==> src/rtl/dram_pkg.sv <==
// Shared types, timing constants and address decode for the DDR4 command issuer.
// The address map places the row in the top bits and ignores the 64-byte line offset.
package dram_pkg;

    localparam int T_RCD   = 24;
    localparam int T_RP    = 24;
    localparam int T_RAS   = 52;
    localparam int T_CL    = 24;
    localparam int T_CWL   = 20;
    localparam int T_BURST = 4;

    localparam int ADDR_W = 33;
    localparam int ROW_W  = 15;
    localparam int COL_W  = 8;
    localparam int BANK_W = 2;
    localparam int BG_W   = 2;
    localparam int WAIT_W = 7;
    localparam int TRAS_W = 7;

    localparam int ROW_LSB  = 18;
    localparam int COL_LSB  = 10;
    localparam int BANK_LSB = 8;
    localparam int BG_LSB   = 6;

    // Wait counters load N-1 and advance on the cycle they read zero.
    localparam logic [WAIT_W-1:0] WAIT_RCD     = WAIT_W'(T_RCD - 1);
    localparam logic [WAIT_W-1:0] WAIT_RP      = WAIT_W'(T_RP - 1);
    localparam logic [WAIT_W-1:0] WAIT_RD_DATA = WAIT_W'(T_CL + T_BURST - 1);
    localparam logic [WAIT_W-1:0] WAIT_WR_DATA = WAIT_W'(T_CWL + T_BURST - 1);
    localparam logic [TRAS_W-1:0] TRAS_LOAD    = TRAS_W'(T_RAS);

    typedef enum logic [2:0] {
        CMD_NOP = 3'd0,
        CMD_ACT = 3'd1,
        CMD_PRE = 3'd2,
        CMD_RD  = 3'd3,
        CMD_WR  = 3'd4
    } cmd_e;

    typedef enum logic [1:0] {
        OP_RD     = 2'd0,
        OP_WR     = 2'd1,
        OP_IFETCH = 2'd2,
        OP_RSVD   = 2'd3
    } op_e;

    typedef struct packed {
        op_e              op;
        logic [BG_W-1:0]  bg;
        logic [BANK_W-1:0] bank;
        logic [ROW_W-1:0] row;
        logic [COL_W-1:0] col;
    } req_t;

    function automatic req_t decode_addr(input op_e op, input logic [ADDR_W-1:0] addr);
        req_t r;
        r.op   = op;
        r.bg   = addr[BG_LSB +: BG_W];
        r.bank = addr[BANK_LSB +: BANK_W];
        r.row  = addr[ROW_LSB +: ROW_W];
        r.col  = addr[COL_LSB +: COL_W];
        return r;
    endfunction

endpackage

==> src/rtl/dram_bank_table.sv <==
// Per-bank open-row state and tRAS countdown for all 16 banks.
// Lookup is combinational; updates land on the same edge the ACT is driven onto the bus.
module dram_bank_table
    import dram_pkg::*;
(
    input  logic              clk,
    input  logic              rst,
    input  logic [BG_W-1:0]   lookup_bg_i,
    input  logic [BANK_W-1:0] lookup_bank_i,
    input  logic [ROW_W-1:0]  lookup_row_i,
    output logic              hit_o,
    output logic              empty_o,
    output logic              conflict_o,
    output logic              tras_ok_o,
    input  logic              act_i,
    input  logic [BG_W-1:0]   act_bg_i,
    input  logic [BANK_W-1:0] act_bank_i,
    input  logic [ROW_W-1:0]  act_row_i
);

    localparam int NBANKS = 16;

    logic              open_q [NBANKS];
    logic [ROW_W-1:0]  row_q  [NBANKS];
    logic [TRAS_W-1:0] tras_q [NBANKS];

    logic [3:0] lookup_idx;
    logic [3:0] act_idx;

    assign lookup_idx = {lookup_bg_i, lookup_bank_i};
    assign act_idx    = {act_bg_i, act_bank_i};

    // NOTE: the table is only 16 entries of flops, so every field is reset; the open
    // bits must clear anyway and resetting row/tRAS keeps lookups X-free after reset.
    always_ff @(posedge clk) begin
        if (rst) begin
            for (int i = 0; i < NBANKS; i++) begin
                open_q[i] <= 1'b0;
                row_q[i]  <= '0;
                tras_q[i] <= '0;
            end
        end else begin
            for (int i = 0; i < NBANKS; i++) begin
                if (act_i && (act_idx == 4'(i))) begin
                    open_q[i] <= 1'b1;
                    row_q[i]  <= act_row_i;
                    tras_q[i] <= TRAS_LOAD;
                end else if (tras_q[i] != '0) begin
                    tras_q[i] <= tras_q[i] - 1'b1;
                end
            end
        end
    end

    assign hit_o      = open_q[lookup_idx] && (row_q[lookup_idx] == lookup_row_i);
    assign empty_o    = !open_q[lookup_idx];
    assign conflict_o = open_q[lookup_idx] && (row_q[lookup_idx] != lookup_row_i);
    // PRE is registered, so a count of 1 at decision time means tRAS is met when it hits the bus.
    assign tras_ok_o  = (tras_q[lookup_idx] <= TRAS_W'(1));

endmodule

==> src/rtl/dram_cmd_issuer.sv <==
// Pops one request at a time and issues PRE/ACT/RD/WR under an open-page policy,
// then pulses done. All outputs come straight from registers.
module dram_cmd_issuer
    import dram_pkg::*;
(
    input  logic                clk,
    input  logic                rst,
    input  logic                req_valid,
    input  logic [1:0]          req_op,
    input  logic [ADDR_W-1:0]   req_addr,
    output logic                req_ready,
    output logic                cmd_valid,
    output logic [2:0]          cmd_type,
    output logic [BG_W-1:0]     cmd_bg,
    output logic [BANK_W-1:0]   cmd_bank,
    output logic [ROW_W-1:0]    cmd_row,
    output logic [COL_W-1:0]    cmd_col,
    output logic                done_valid,
    output logic [1:0]          done_op
);

    typedef enum logic [2:0] {
        S_IDLE,
        S_CHECK,
        S_PRE_WAIT,
        S_RP_WAIT,
        S_RCD_WAIT,
        S_DATA_WAIT,
        S_DONE
    } state_e;

    state_e             state_q, state_d;
    req_t               req_q, req_d;
    logic [WAIT_W-1:0]  wait_q, wait_d;
    logic               ready_q, ready_d;
    cmd_e               cmd_q, cmd_d;
    logic [BG_W-1:0]    bg_q, bg_d;
    logic [BANK_W-1:0]  bank_q, bank_d;
    logic [ROW_W-1:0]   row_q, row_d;
    logic [COL_W-1:0]   col_q, col_d;
    logic               done_q, done_d;
    op_e                done_op_q, done_op_d;

    logic bank_hit, bank_empty, bank_conflict, bank_tras_ok;
    logic do_pre, do_act, do_cas;

    dram_bank_table u_bank_table (
        .clk           (clk),
        .rst           (rst),
        .lookup_bg_i   (req_q.bg),
        .lookup_bank_i (req_q.bank),
        .lookup_row_i  (req_q.row),
        .hit_o         (bank_hit),
        .empty_o       (bank_empty),
        .conflict_o    (bank_conflict),
        .tras_ok_o     (bank_tras_ok),
        .act_i         (do_act),
        .act_bg_i      (req_q.bg),
        .act_bank_i    (req_q.bank),
        .act_row_i     (req_q.row)
    );

    // NOTE: every variable in this block gets a default before the case, so no path
    // leaves one unassigned and no latch is inferred.
    always_comb begin
        state_d   = state_q;
        req_d     = req_q;
        wait_d    = (wait_q != '0) ? wait_q - 1'b1 : wait_q;
        cmd_d     = CMD_NOP;
        bg_d      = '0;
        bank_d    = '0;
        row_d     = '0;
        col_d     = '0;
        done_d    = 1'b0;
        done_op_d = OP_RD;
        do_pre    = 1'b0;
        do_act    = 1'b0;
        do_cas    = 1'b0;

        case (state_q)
            S_IDLE: begin
                if (req_valid && ready_q) begin
                    req_d   = decode_addr(op_e'(req_op), req_addr);
                    state_d = S_CHECK;
                end
            end
            S_CHECK: begin
                if (bank_hit)                         do_cas  = 1'b1;
                else if (bank_empty)                  do_act  = 1'b1;
                else if (bank_conflict && bank_tras_ok) do_pre = 1'b1;
                else                                  state_d = S_PRE_WAIT;
            end
            S_PRE_WAIT:  if (bank_tras_ok) do_pre = 1'b1;
            S_RP_WAIT:   if (wait_q == '0) do_act = 1'b1;
            S_RCD_WAIT:  if (wait_q == '0) do_cas = 1'b1;
            S_DATA_WAIT: begin
                if (wait_q == '0) begin
                    state_d   = S_DONE;
                    done_d    = 1'b1;
                    done_op_d = req_q.op;
                end
            end
            S_DONE:  state_d = S_IDLE;
            default: state_d = S_IDLE;
        endcase

        if (do_pre) begin
            cmd_d   = CMD_PRE;
            bg_d    = req_q.bg;
            bank_d  = req_q.bank;
            wait_d  = WAIT_RP;
            state_d = S_RP_WAIT;
        end
        if (do_act) begin
            cmd_d   = CMD_ACT;
            bg_d    = req_q.bg;
            bank_d  = req_q.bank;
            row_d   = req_q.row;
            wait_d  = WAIT_RCD;
            state_d = S_RCD_WAIT;
        end
        if (do_cas) begin
            cmd_d   = (req_q.op == OP_WR) ? CMD_WR : CMD_RD;
            bg_d    = req_q.bg;
            bank_d  = req_q.bank;
            col_d   = req_q.col;
            wait_d  = (req_q.op == OP_WR) ? WAIT_WR_DATA : WAIT_RD_DATA;
            state_d = S_DATA_WAIT;
        end

        ready_d = (state_d == S_IDLE);
    end

    // NOTE: state is updated with non-blocking assignments so every register samples
    // the pre-edge values computed above, independent of statement order.
    always_ff @(posedge clk) begin
        if (rst) begin
            state_q   <= S_IDLE;
            req_q     <= '0;
            wait_q    <= '0;
            ready_q   <= 1'b0;
            cmd_q     <= CMD_NOP;
            bg_q      <= '0;
            bank_q    <= '0;
            row_q     <= '0;
            col_q     <= '0;
            done_q    <= 1'b0;
            done_op_q <= OP_RD;
        end else begin
            state_q   <= state_d;
            req_q     <= req_d;
            wait_q    <= wait_d;
            ready_q   <= ready_d;
            cmd_q     <= cmd_d;
            bg_q      <= bg_d;
            bank_q    <= bank_d;
            row_q     <= row_d;
            col_q     <= col_d;
            done_q    <= done_d;
            done_op_q <= done_op_d;
        end
    end

    assign req_ready  = ready_q;
    assign cmd_valid  = (cmd_q != CMD_NOP);
    assign cmd_type   = cmd_q;
    assign cmd_bg     = bg_q;
    assign cmd_bank   = bank_q;
    assign cmd_row    = row_q;
    assign cmd_col    = col_q;
    assign done_valid = done_q;
    assign done_op    = done_op_q;

endmodule

==> config.mk <==
export PLATFORM = sky130hd
export DESIGN_NAME = dram_cmd_issuer
export DESIGN_NICKNAME = d
export VERILOG_FILES = /design/src/rtl/dram_pkg.sv /design/src/rtl/dram_bank_table.sv /design/src/rtl/dram_cmd_issuer.sv
export SDC_FILE = /design/constraint.sdc
export NUM_CORES = 1
export LEC_CHECK = 0
export BUFFER_PORTS_ARGS = -buffer_cell sky130_fd_sc_hd__buf_2
export CORE_ASPECT_RATIO = 0.7
export CORE_MARGIN = 2
export CORE_UTILIZATION = 35
export DETAILED_ROUTE_END_ITERATION = 8
export GPL_TIMING_DRIVEN = 1
export HOLD_SLACK_MARGIN = 0.15
export SYNTH_ARGS = -nofsm -noshare
export SYNTH_HDL_FRONTEND = slang
export SYNTH_SLANG_ARGS = --single-unit
==> constraint.sdc <==
create_clock -name clk -period 3.9 [get_ports clk]
set_clock_uncertainty 0.05 [all_clocks]
set_input_delay 0.39 -clock clk [delete_from_list [all_inputs] [get_ports clk]]
set_output_delay 0.39 -clock clk [all_outputs]
set_load 0.02 [all_outputs]
==> results.cfg, run 1 <==
[min_path]
min-delay-start = u_bank_table.open_q[0]$_DFF_P_
hold_path.class = reg -> reg
holdPathStages = 2
hold_end = u_bank_table.open_q[0]$_DFF_P_

[cts]
post_cts_buffers = 0
clk_path_buf_depth = 3
cts_resized = 0
clkSinkCount = 445
cts_hold_buf = 29
cts_tree = done
path_clk_slew_ns = 0.07
cts_made_buffers = 45
clkLatencyLatePin_ns = 0.58
htree_levels = 2
cts-root-buf = clkbuf_16

[drt]
wl_met1_um = 22470
first_pass_iters = 5
drt_iter0_drc = 1221
finalWirelength_um = 48160
wl_per_cell_um = 19.03
vias = 12765
drtAntennaViolNets = 0
wl_met3_um = 3426
drc = 0
dr.max_layer_used = met4
routed_via_density = 5.043
wl_met2_um = 21350

[finish]
synthToLayoutAreaGrowth_pct = 15.68
antennaDiodeCount = 0
instances_no_fill = 2531
drive_above_1_share_pct = 14.99
fin_nets = 1816

[setup_path]
cp-start-kind = register
reg2reg_depth = 9
arrival_ns = 3.89
cp_max_fo = 35
worstPathCellList = buf_12 -> mux2i_1 -> mux2_2 -> o21ai_2 -> buf_4 -> nor3b_1 -> nand3_1 -> nand2_1 -> buf_12
slowest_stage = dfxtp_4
cpPeakStageDelay_ns = 0.74
critical_path_class = reg -> reg
worst-endpoint-required_ns = 4.13
critPathMostFrequentCell = buf_12
rr_endpoint = u_bank_table.row_q[7][2]$_SDFFCE_PN0P_
reg2reg_slack_ns = 0.25
cp-end-kind = register

[logic_synthesis]
synth_fp_nets = 1711
syn_inst = 1639
postSynthAreaPerCell_um2 = 12.17
synth_top_cell_area_share_pct = 54.05
synth-edff-count = 359
synth_cell_types = 59
syn_area_um2 = 19940
yosysSeqAreaShare_pct = 62.69
yosys_warnings = 0
synth_top_cell_by_area = edfxtp_1
synth-seq-cells = 445
ys_async_sr_fraction_pct = 0
synth_flop_cell = edfxtp_1
synth_area_leaders = edfxtp_1 (54%), dfxtp_1 (8.6%), mux4_2 (5.4%), nor2_1 (5.4%), nand2_1 (3.2%)

[grt]
antenna_found_initial = 0
grt_max_degree = 57
grt_pass1_wl_um = 73570
grt_pass1_vias = 12541
grt_overflow = 0
track_usage_pct = 16.44

[sta]
fin_crit_ns = 3.654
max_freq_ghz = 0.2737
final-setup-viol-count = 0
rsz0062_at_grt = no
fin_tns_setup_ns = 0
final-hold-violation-count = 0
fin_ws_ns = 0.2462
min_period_over_period_pct = 93.69
worst_pin_slew_ns = 0.7778
slew_viol_final = 0
slew_headroom_pct = 47.96

[pwr]
powerDensity_nw_per_um2 = 653.8
p_leak_nw = 8.429
ir_drop_uv = 319.3

[flow_run]
cap_viol_max_count = 0

[place]
place_congestion = 0.8218
dp_cells = 2418
place_hpwl_um = 31910
place_ws_ns = 0.2690
io_buffers = 66

[floorplan]
core_area_um2 = 56540
dieArea_um2 = 58940
io_pins = 73
fp.dieW_um = 289.3
num_rows = 73
die_y_um = 203.7
start_util_pct = 35.28

[run_status]
status = completed
critical path, delay by kind of cell, from the launching register on:
| kind | cells | cell delay, ns |
|---|---|---|
| AOI/OAI and AO/OA | 1 | 0.07 |
| and+or+nand+nor | 3 | 1.16 |
| DFF | 1 | 0.74 |
| muxes | 2 | 0.65 |
| buffers and inverters | 3 | 0.68 |
worst max-delay path by stage:
| stage | end | cells after the start |
|---|---|---|
| finish | u_bank_table.row_q[7][2]$_SDFFCE_PN0P_ | 9 |
| global route | u_bank_table.row_q[7][13]$_SDFFCE_PN0P_ | 9 |
| CTS | u_bank_table.row_q[7][2]$_SDFFCE_PN0P_ | 9 |
| detailed placement | u_bank_table.row_q[7][12]$_SDFFCE_PN0P_ | 9 |
| global placement | u_bank_table.row_q[7][12]$_SDFFCE_PN0P_ | 9 |
| floorplan | u_bank_table.tras_q[14][0]$_SDFFCE_PP0P_ | 9 |
per-layer routing:
metal  global-route usage (%)  up-vias
met4                    3.995        0
met1                    23.81     6328
li1                         -     6026
met3                    3.848       60
met5                        0        -
met2                    24.86      351
synth_stat cells, types with 7 or more instances:
| library cell | instances |
|---|---|
| edfxtp_1 | 359 |
| nor2_1 | 285 |
| nand2_1 | 169 |
| a21oi_1 | 100 |
| dfxtp_1 | 86 |
| inv_1 | 72 |
| xnor2_1 | 67 |
| clkbuf_1 | 66 |
| mux4_2 | 48 |
| mux2i_1 | 43 |
| xor2_1 | 43 |
| ha_1 | 34 |
| nor3_1 | 33 |
| nand3_1 | 21 |
| and2_1 | 18 |
| buf_2 | 16 |
| nand2b_1 | 15 |
| mux2_2 | 14 |
| nor4b_1 | 14 |
| nor3b_1 | 12 |
| nor4_1 | 11 |
| nand4_1 | 9 |
| a31oi_1 | 8 |
| nor2b_1 | 8 |
| or4_1 | 8 |
| buf_4 | 7 |
cell usage in the layout, fill, tap and decap left out, types with 3 or more instances in the layout:
cell type	count
o22ai_1	6
a31oi_1	8
a22oi_1	6
nand3b_1	5
clkbuf_8	4
clkinv_2	8
a21oi_1	100
ha_1	34
buf_4	50
mux4_2	48
nor3_1	33
a221oi_1	5
mux2_2	14
nor3b_1	12
xnor2_1	67
or3_1	4
or4_1	8
edfxtp_1	359
nand4_1	9
o21ai_0	6
nor4b_1	14
nand3_1	21
nor2_1	285
buf_2	65
inv_1	71
and3_1	3
clkbuf_16	47
or2_2	6
clkinv_1	10
xor2_1	43
dfxtp_1	83
nor2b_1	8
clkbuf_1	11
nand2b_1	15
nor4_1	11
mux2i_1	43
dlygate4sd3_1	29
buf_12	7
and2_1	18
nand2_1	169
final cells by class:
| class | instances | area (µm²) |
|---|---|---|
| sequential | 445 | 12510 |
| inverter | 72 | 270.3 |
| fill | 5202 | 33470 |
| clock inverter | 22 | 153.9 |
| multi-input combinational | 1029 | 6794 |
| timing repair buffer | 151 | 1131 |
| clock buffer | 62 | 1272 |
| tap | 750 | 938.4 |
report_power, final:
group	internal, mW	total (mW)	leakage [nW]	switching [mW]
clock network	2.41	4.21	0.701	1.80
registers	6.12	6.75	4.53	0.637
logic	1.77	4.12	3.20	2.35
total	10.3	15.1	8.43	4.79
logic make-up (layout without fill, tap and decap cells):
family,Yosys count,count (layout),synth area share [%]
AOI/OAI and AO/OA,151,151,4.385
buffers and inverters,165,307,3.413
and+or+nand+nor,628,628,14.13
muxes,105,105,8.369
adders and majority gates,35,35,2.183
xor gates and xnor gates,110,110,4.831
DFF,445,445,62.69
registers in the layout, indices dropped and copies added, names as in the netlist, named ones only:
register and cells:
cmd_bank 2, cmd_bg 2, cmd_col 8, cmd_row 15, cmd_type 3, done_op 2
done_valid 1, req_q 29, req_ready 1, state_q 3, u_bank_table.open_q 16, u_bank_table.row_q 240
u_bank_table.tras_q 112, wait_q 7
metrics by stage:
step | power (mW) | hold WS, ns | util [%] | cell area [µm²]
after CTS | 15.19 | 0.3886 | 40.81 | 23070
after global placement | 10.80 | 0.3832 | 37.77 | 21350
final | 15.08 | 0.3941 | 40.81 | 23070
after detailed placement | 10.92 | 0.3882 | 37.77 | 21350
after global routing | 15.97 | 0.4114 | 40.81 | 23070
after floorplan | 9.817 | 0.3723 | - | 19940
(Power assumes the default switching activity.)
==> run 2, diff against run 1 <==
--- a/config.mk
+++ b/config.mk
@@ -5,6 +5,7 @@
 export SDC_FILE = /design/constraint.sdc
 export NUM_CORES = 1
 export LEC_CHECK = 0
+export ABC_AREA = 1
 export BUFFER_PORTS_ARGS = -buffer_cell sky130_fd_sc_hd__buf_2
 export CORE_ASPECT_RATIO = 0.7
 export CORE_MARGIN = 2
==> results.cfg, run 2 <==
[min_path]
min-delay-start = req_addr[25]
holdPathStages = 3
hold_path.class = in -> reg
hold_end = req_q[15]$_SDFFE_PP0P_

[drt]
drt_iter0_drc = 1267
routed_via_density = 4.839
drtAntennaViolNets = 0
finalWirelength_um = 49630
drc = 0
vias = 15441
wl_per_cell_um = 15.55
first_pass_iters = 5

[grt]
grt_max_degree = 57
grt_pass1_wl_um = 78510
track_usage_pct = 15.68
grt_overflow = 0
grt_pass1_vias = 14823
antenna_found_initial = 0

[sta]
min_period_over_period_pct = 86.76
final-hold-violation-count = 0
fin_tns_setup_ns = 0
fin_crit_ns = 3.384
max_freq_ghz = 0.2955
hold_slack_ns = 0.1443
final-setup-viol-count = 0
rsz0062_at_grt = no
slew_headroom_pct = 46.75
worst_pin_slew_ns = 0.7969
slew_viol_final = 0

[cts]
clkSinkCount = 445
clk_path_buf_depth = 3
post_cts_buffers = 0
path_clk_slew_ns = 0.06
htree_levels = 2
clkLatencyLatePin_ns = 0.56
cts_tree = done
cts-root-buf = clkbuf_16
cts_made_buffers = 44
cts_resized = 0

[logic_synthesis]
syn_area_um2 = 21080
synth-seq-cells = 445
synth_fp_nets = 2349
ys_async_sr_fraction_pct = 0
synth_area_leaders = edfxtp_1 (51%), dfxtp_1 (8.2%), nand2_1 (8.0%), nor2_1 (7.3%), nand3_1 (5.2%)
syn_inst = 2277
yosysMostFrequentCell = nand2_1
synth_cell_types = 46
synth-edff-count = 359
synth_flop_cell = edfxtp_1
synth_top_cell_by_area = edfxtp_1
postSynthAreaPerCell_um2 = 9.260
synth_top_cell_area_share_pct = 51.13
yosysSeqAreaShare_pct = 59.30
yosys_warnings = 0
synthTopCellsByCount = nand2_1 (448), nor2_1 (411), edfxtp_1 (359), inv_1 (262), nand3_1 (221)

[setup_path]
arrival_ns = 3.54
cpPeakStageDelay_ns = 0.47
reg2reg_depth = 12
rr_endpoint = u_bank_table.tras_q[2][2]$_SDFFCE_PN0P_
reg2reg_slack_ns = 0.52
critical_path_class = reg -> reg
cp-end-kind = register
worstPathCellList = inv_4 -> a21oi_1 -> o21ai_1 -> o211ai_1 -> nand2_1 -> nand2_1 -> nand2_4 -> inv_4 -> nor3_4 -> nand2_2 -> nand3_2 -> nand3_1
worst-endpoint-required_ns = 4.06
cp-start-kind = register
slowest_stage = inv_4
cp_max_fo = 49

[floorplan]
core_area_um2 = 59780
io_pins = 73
num_rows = 75
start_util_pct = 35.27
fp.dieW_um = 297.4
die_y_um = 209.4
dieArea_um2 = 62250

[place]
io_buffers = 66
place_hpwl_um = 33090
place_congestion = 0.7944

[finish]
final_cell_mix = nand2_1 (448), nor2_1 (411), edfxtp_1 (359)
drive_above_1_share_pct = 9.736
antennaDiodeCount = 0
mostFrequentLayoutCell = nand2_1
finish.utilization_pct = 40.01
synthToLayoutAreaGrowth_pct = 13.42
largest_register_ffs = 240
fin_nets = 2421
fill_cells = 5797
top_register = u_bank_table.row_q
top_regs = u_bank_table.row_q (240), u_bank_table.tras_q (112), req_q (29)

[pwr]
powerDensity_nw_per_um2 = 628.5
power.total_mw = 15.03
p_leak_nw = 9.860
ir_drop_uv = 293.5

[flow_run]
cap_viol_max_count = 0

[run_status]
status = completed
==> run 2: cell count changes in the layout (fill, tap and decap cells not counted), moves of 48 or more <==
cell	change
nand2_1	+279
nand3_1	+200
mux4_2	-48
inv_1	+191
o21ai_0	+60
nor2_1	+126
==> run 2: worst max path at each step <==
stage,start,end,slack [ns],cells after the start
5_1_grt,register,u_bank_table.tras_q[2][2]$_SDFFCE_PN0P_,0.24,12
3_3_place_gp,register,u_bank_table.tras_q[2][0]$_SDFFCE_PN0P_,0.54,12
2_1_floorplan,register,u_bank_table.tras_q[9][0]$_SDFFCE_PN0P_,1.12,16
6_report,register,u_bank_table.tras_q[2][2]$_SDFFCE_PN0P_,0.52,12
3_5_place_dp,register,u_bank_table.tras_q[2][2]$_SDFFCE_PN0P_,0.50,12
4_1_cts,register,u_bank_table.tras_q[2][2]$_SDFFCE_PN0P_,0.49,12
==> run 2: metal layers <==
layer  track usage (%)  share of wire (%)  vias to the layer above
li1                  -                  -                     7593
met1             22.59                 48                     7430
met2             25.09                 45                      347
met3             2.236                5.3                       71
met4             3.553                1.8                        0
met5                 0                  0                        -
==> run 2: per-stage QoR <==
step           setup WS (ns)  cell area [µm²]  cells
2_1_floorplan          1.122            21080   2277
3_3_place_gp          0.5425            22300   3089
3_5_place_dp          0.4982            22300   3089
4_1_cts               0.4908            23900   3190
5_1_grt               0.2395            23910   3191
6_report              0.5164            23910   3191
==> run 2: report_power, final <==
part           total [mW]  internal (mW)  switching, mW
registers            6.40           5.99          0.408
logic                4.46           1.46           3.00
clock network        4.17           2.37           1.80
total                15.0           9.83           5.20
==> run 2: cell type report <==
| type | count | area, µm² | share of cell area [%] |
|---|---|---|---|
| Sequential cell | 445 | 12510 | 52.30 |
| Clock inverter | 16 | 96.34 | 0.4029 |
| Clock buffer | 64 | 1300 | 5.436 |
| Timing Repair Buffer | 132 | 968.4 | 4.050 |
| Inverter | 275 | 1041 | 4.353 |
| Multi-Input combinational cell | 1451 | 6990 | 29.23 |
| Tap cell | 808 | 1011 | 4.227 |
==> run 2: timing repair <==
item | CTS | global route
hold buffers | 21 | 1
endpoints found under the setup margin | 0 | 0
endpoints found under the hold margin | 22 | 1
==> run 2: logic make-up after synthesis <==
group / Yosys count / synth area share (%)
AOI/OAI and AO/OA: 183 / 4.795
xor gates and xnor gates: 61 / 2.534
adders and majority gates: 34 / 2.018
buffers and inverters: 381 / 7.548
DFF: 445 / 59.30
and+or+nand+nor: 1173 / 23.81
==> run 2: worst max-delay path: cells and delay by family (launching register included) <==
| kind | cells | cell delay, ns |
|---|---|---|
| and+or+nand+nor | 7 | 1.65 |
| buffers and inverters | 2 | 0.55 |
| AOI/OAI and AO/OA | 3 | 0.44 |
| DFF | 1 | 0.36 |
==> run 3, diff against run 2 <==
--- a/config.mk
+++ b/config.mk
@@ -7,7 +7,6 @@
 export LEC_CHECK = 0
 export ABC_AREA = 1
 export BUFFER_PORTS_ARGS = -buffer_cell sky130_fd_sc_hd__buf_2
-export CORE_ASPECT_RATIO = 0.7
 export CORE_MARGIN = 2
 export CORE_UTILIZATION = 35
 export DETAILED_ROUTE_END_ITERATION = 8
==> results.cfg, run 3 (synthesized netlist as in run 2, its figures left out) <==
[sta]
final-setup-viol-count = 0
fin_crit_ns = 3.282
fin_tns_setup_ns = 0
final-hold-violation-count = 0
slew_headroom_pct = 42.21
max_freq_ghz = 0.3047
rsz0062_at_grt = no
slew_viol_final = 0
min_period_over_period_pct = 84.15
worst_pin_slew_ns = 0.8669

[cts]
cts-root-buf = clkbuf_16
clk_path_buf_depth = 3
post_cts_buffers = 0
cts_tree = done
path_clk_slew_ns = 0.06
htree_levels = 2
cts_resized = 0
clkLatencyLatePin_ns = 0.57
cts_made_buffers = 47
clkSinkCount = 445
cts_hold_buf = 25

[finish]
final_cell_mix = nand2_1 (448), nor2_1 (411), edfxtp_1 (359)
top_register = u_bank_table.row_q
top_regs = u_bank_table.row_q (240), u_bank_table.tras_q (112), req_q (29)
mostFrequentLayoutCell = nand2_1
drive_above_1_share_pct = 9.576
largest_register_ffs = 240
finish.utilization_pct = 40.27
synthToLayoutAreaGrowth_pct = 13.16
fin_nets = 2417
antennaDiodeCount = 0

[pwr]
ir_drop_uv = 343.3
powerDensity_nw_per_um2 = 631.2
p_leak_nw = 9.825

[floorplan]
die_y_um = 249.4
num_rows = 89
io_pins = 73
fp.dieW_um = 249.4
core_area_um2 = 59240
dieArea_um2 = 62220
start_util_pct = 35.59

[setup_path]
cp_max_fo = 77
reg2reg_slack_ns = 0.62
arrival_ns = 3.45
critical_path_class = reg -> reg
cp-end-kind = register
worst-endpoint-required_ns = 4.07
cp-start-kind = register

[grt]
grt_max_degree = 81
grt_overflow = 0
grt_pass1_vias = 15165
grt_pass1_wl_um = 78700
antenna_found_initial = 0
track_usage_pct = 15.61

[place]
place_hpwl_um = 32240
place_congestion = 0.8148
io_buffers = 66

[drt]
wl_per_cell_um = 15.51
vias = 15351
routed_via_density = 4.867
drc = 0
finalWirelength_um = 48910
first_pass_iters = 7
drt_iter0_drc = 1013
drtAntennaViolNets = 0

[flow_run]
cap_viol_max_count = 0

[min_path]
hold_path.class = in -> reg

[run_status]
status = completed
run 3: worst paths after layout:
path                    startpoint                                       to  cells after the start
max reg2reg               register  u_bank_table.tras_q[9][6]$_SDFFCE_PN0P_                     14
min reg2reg  req_q[5]$_SDFFE_PP0P_                    cmd_col[5]$_SDFF_PP0_                      2
max                       register  u_bank_table.tras_q[9][6]$_SDFFCE_PN0P_                     14
min                   req_addr[20]                   req_q[10]$_SDFFE_PP0P_                      3
run 3: report_power, final:
part	total, mW	internal (mW)	switching, mW
clock	4.22	2.40	1.82
sequential	6.42	5.99	0.429
combinational	4.41	1.42	2.99
total	15.1	9.82	5.24
run 3: area by class of cell:
class / instances / area, µm²
inverter: 275 / 1041
multi-input combinational: 1451 / 6990
fill: 5740 / 35380
sequential: 445 / 12510
clock buffer: 64 / 1303
timing repair buffer: 125 / 910.9
clock inverter: 21 / 138.9
tap: 773 / 967.2
run 3: metrics by stage:
| stage | std cells | instance area, µm² | setup WS, ns | total power, mW | hold WS, ns |
|---|---|---|---|---|---|
| after floorplan | 2277 | 21080 | 1.122 | 9.686 | 0.3660 |
| after global placement | 3044 | 22170 | 0.6857 | 10.80 | 0.3746 |
| after detailed placement | 3044 | 22170 | 0.5952 | 10.94 | 0.3770 |
| after CTS | 3154 | 23860 | 0.5853 | 15.19 | 0.1680 |
| after global routing | 3154 | 23860 | 0.2828 | 16.01 | 0.1927 |
| final | 3154 | 23860 | 0.6181 | 15.06 | 0.1790 |
run 3: per-layer routing:
| layer | vias up | wire [µm] | GRT usage [%] |
|---|---|---|---|
| li1 | 7579 | - | - |
| met1 | 7408 | 21840 | 20.22 |
| met2 | 296 | 24200 | 27.41 |
| met3 | 68 | 1901 | 1.950 |
| met4 | 0 | 969 | 4.372 |
| met5 | - | 0 | 0 |
run 3: critical path, stage by stage (launching register included):
cell and delay, ns:
dfxtp_4 0.47, buf_12 0.34, o21ai_0 0.17, nand3_1 0.10
nand3_1 0.10, nand2_1 0.15, nand2_1 0.10, nand2_4 0.19
nand3_1 0.14, nor3_1 0.24, inv_2 0.23, nand2_1 0.15
a21oi_2 0.06, inv_2 0.11, nand3_1 0.28
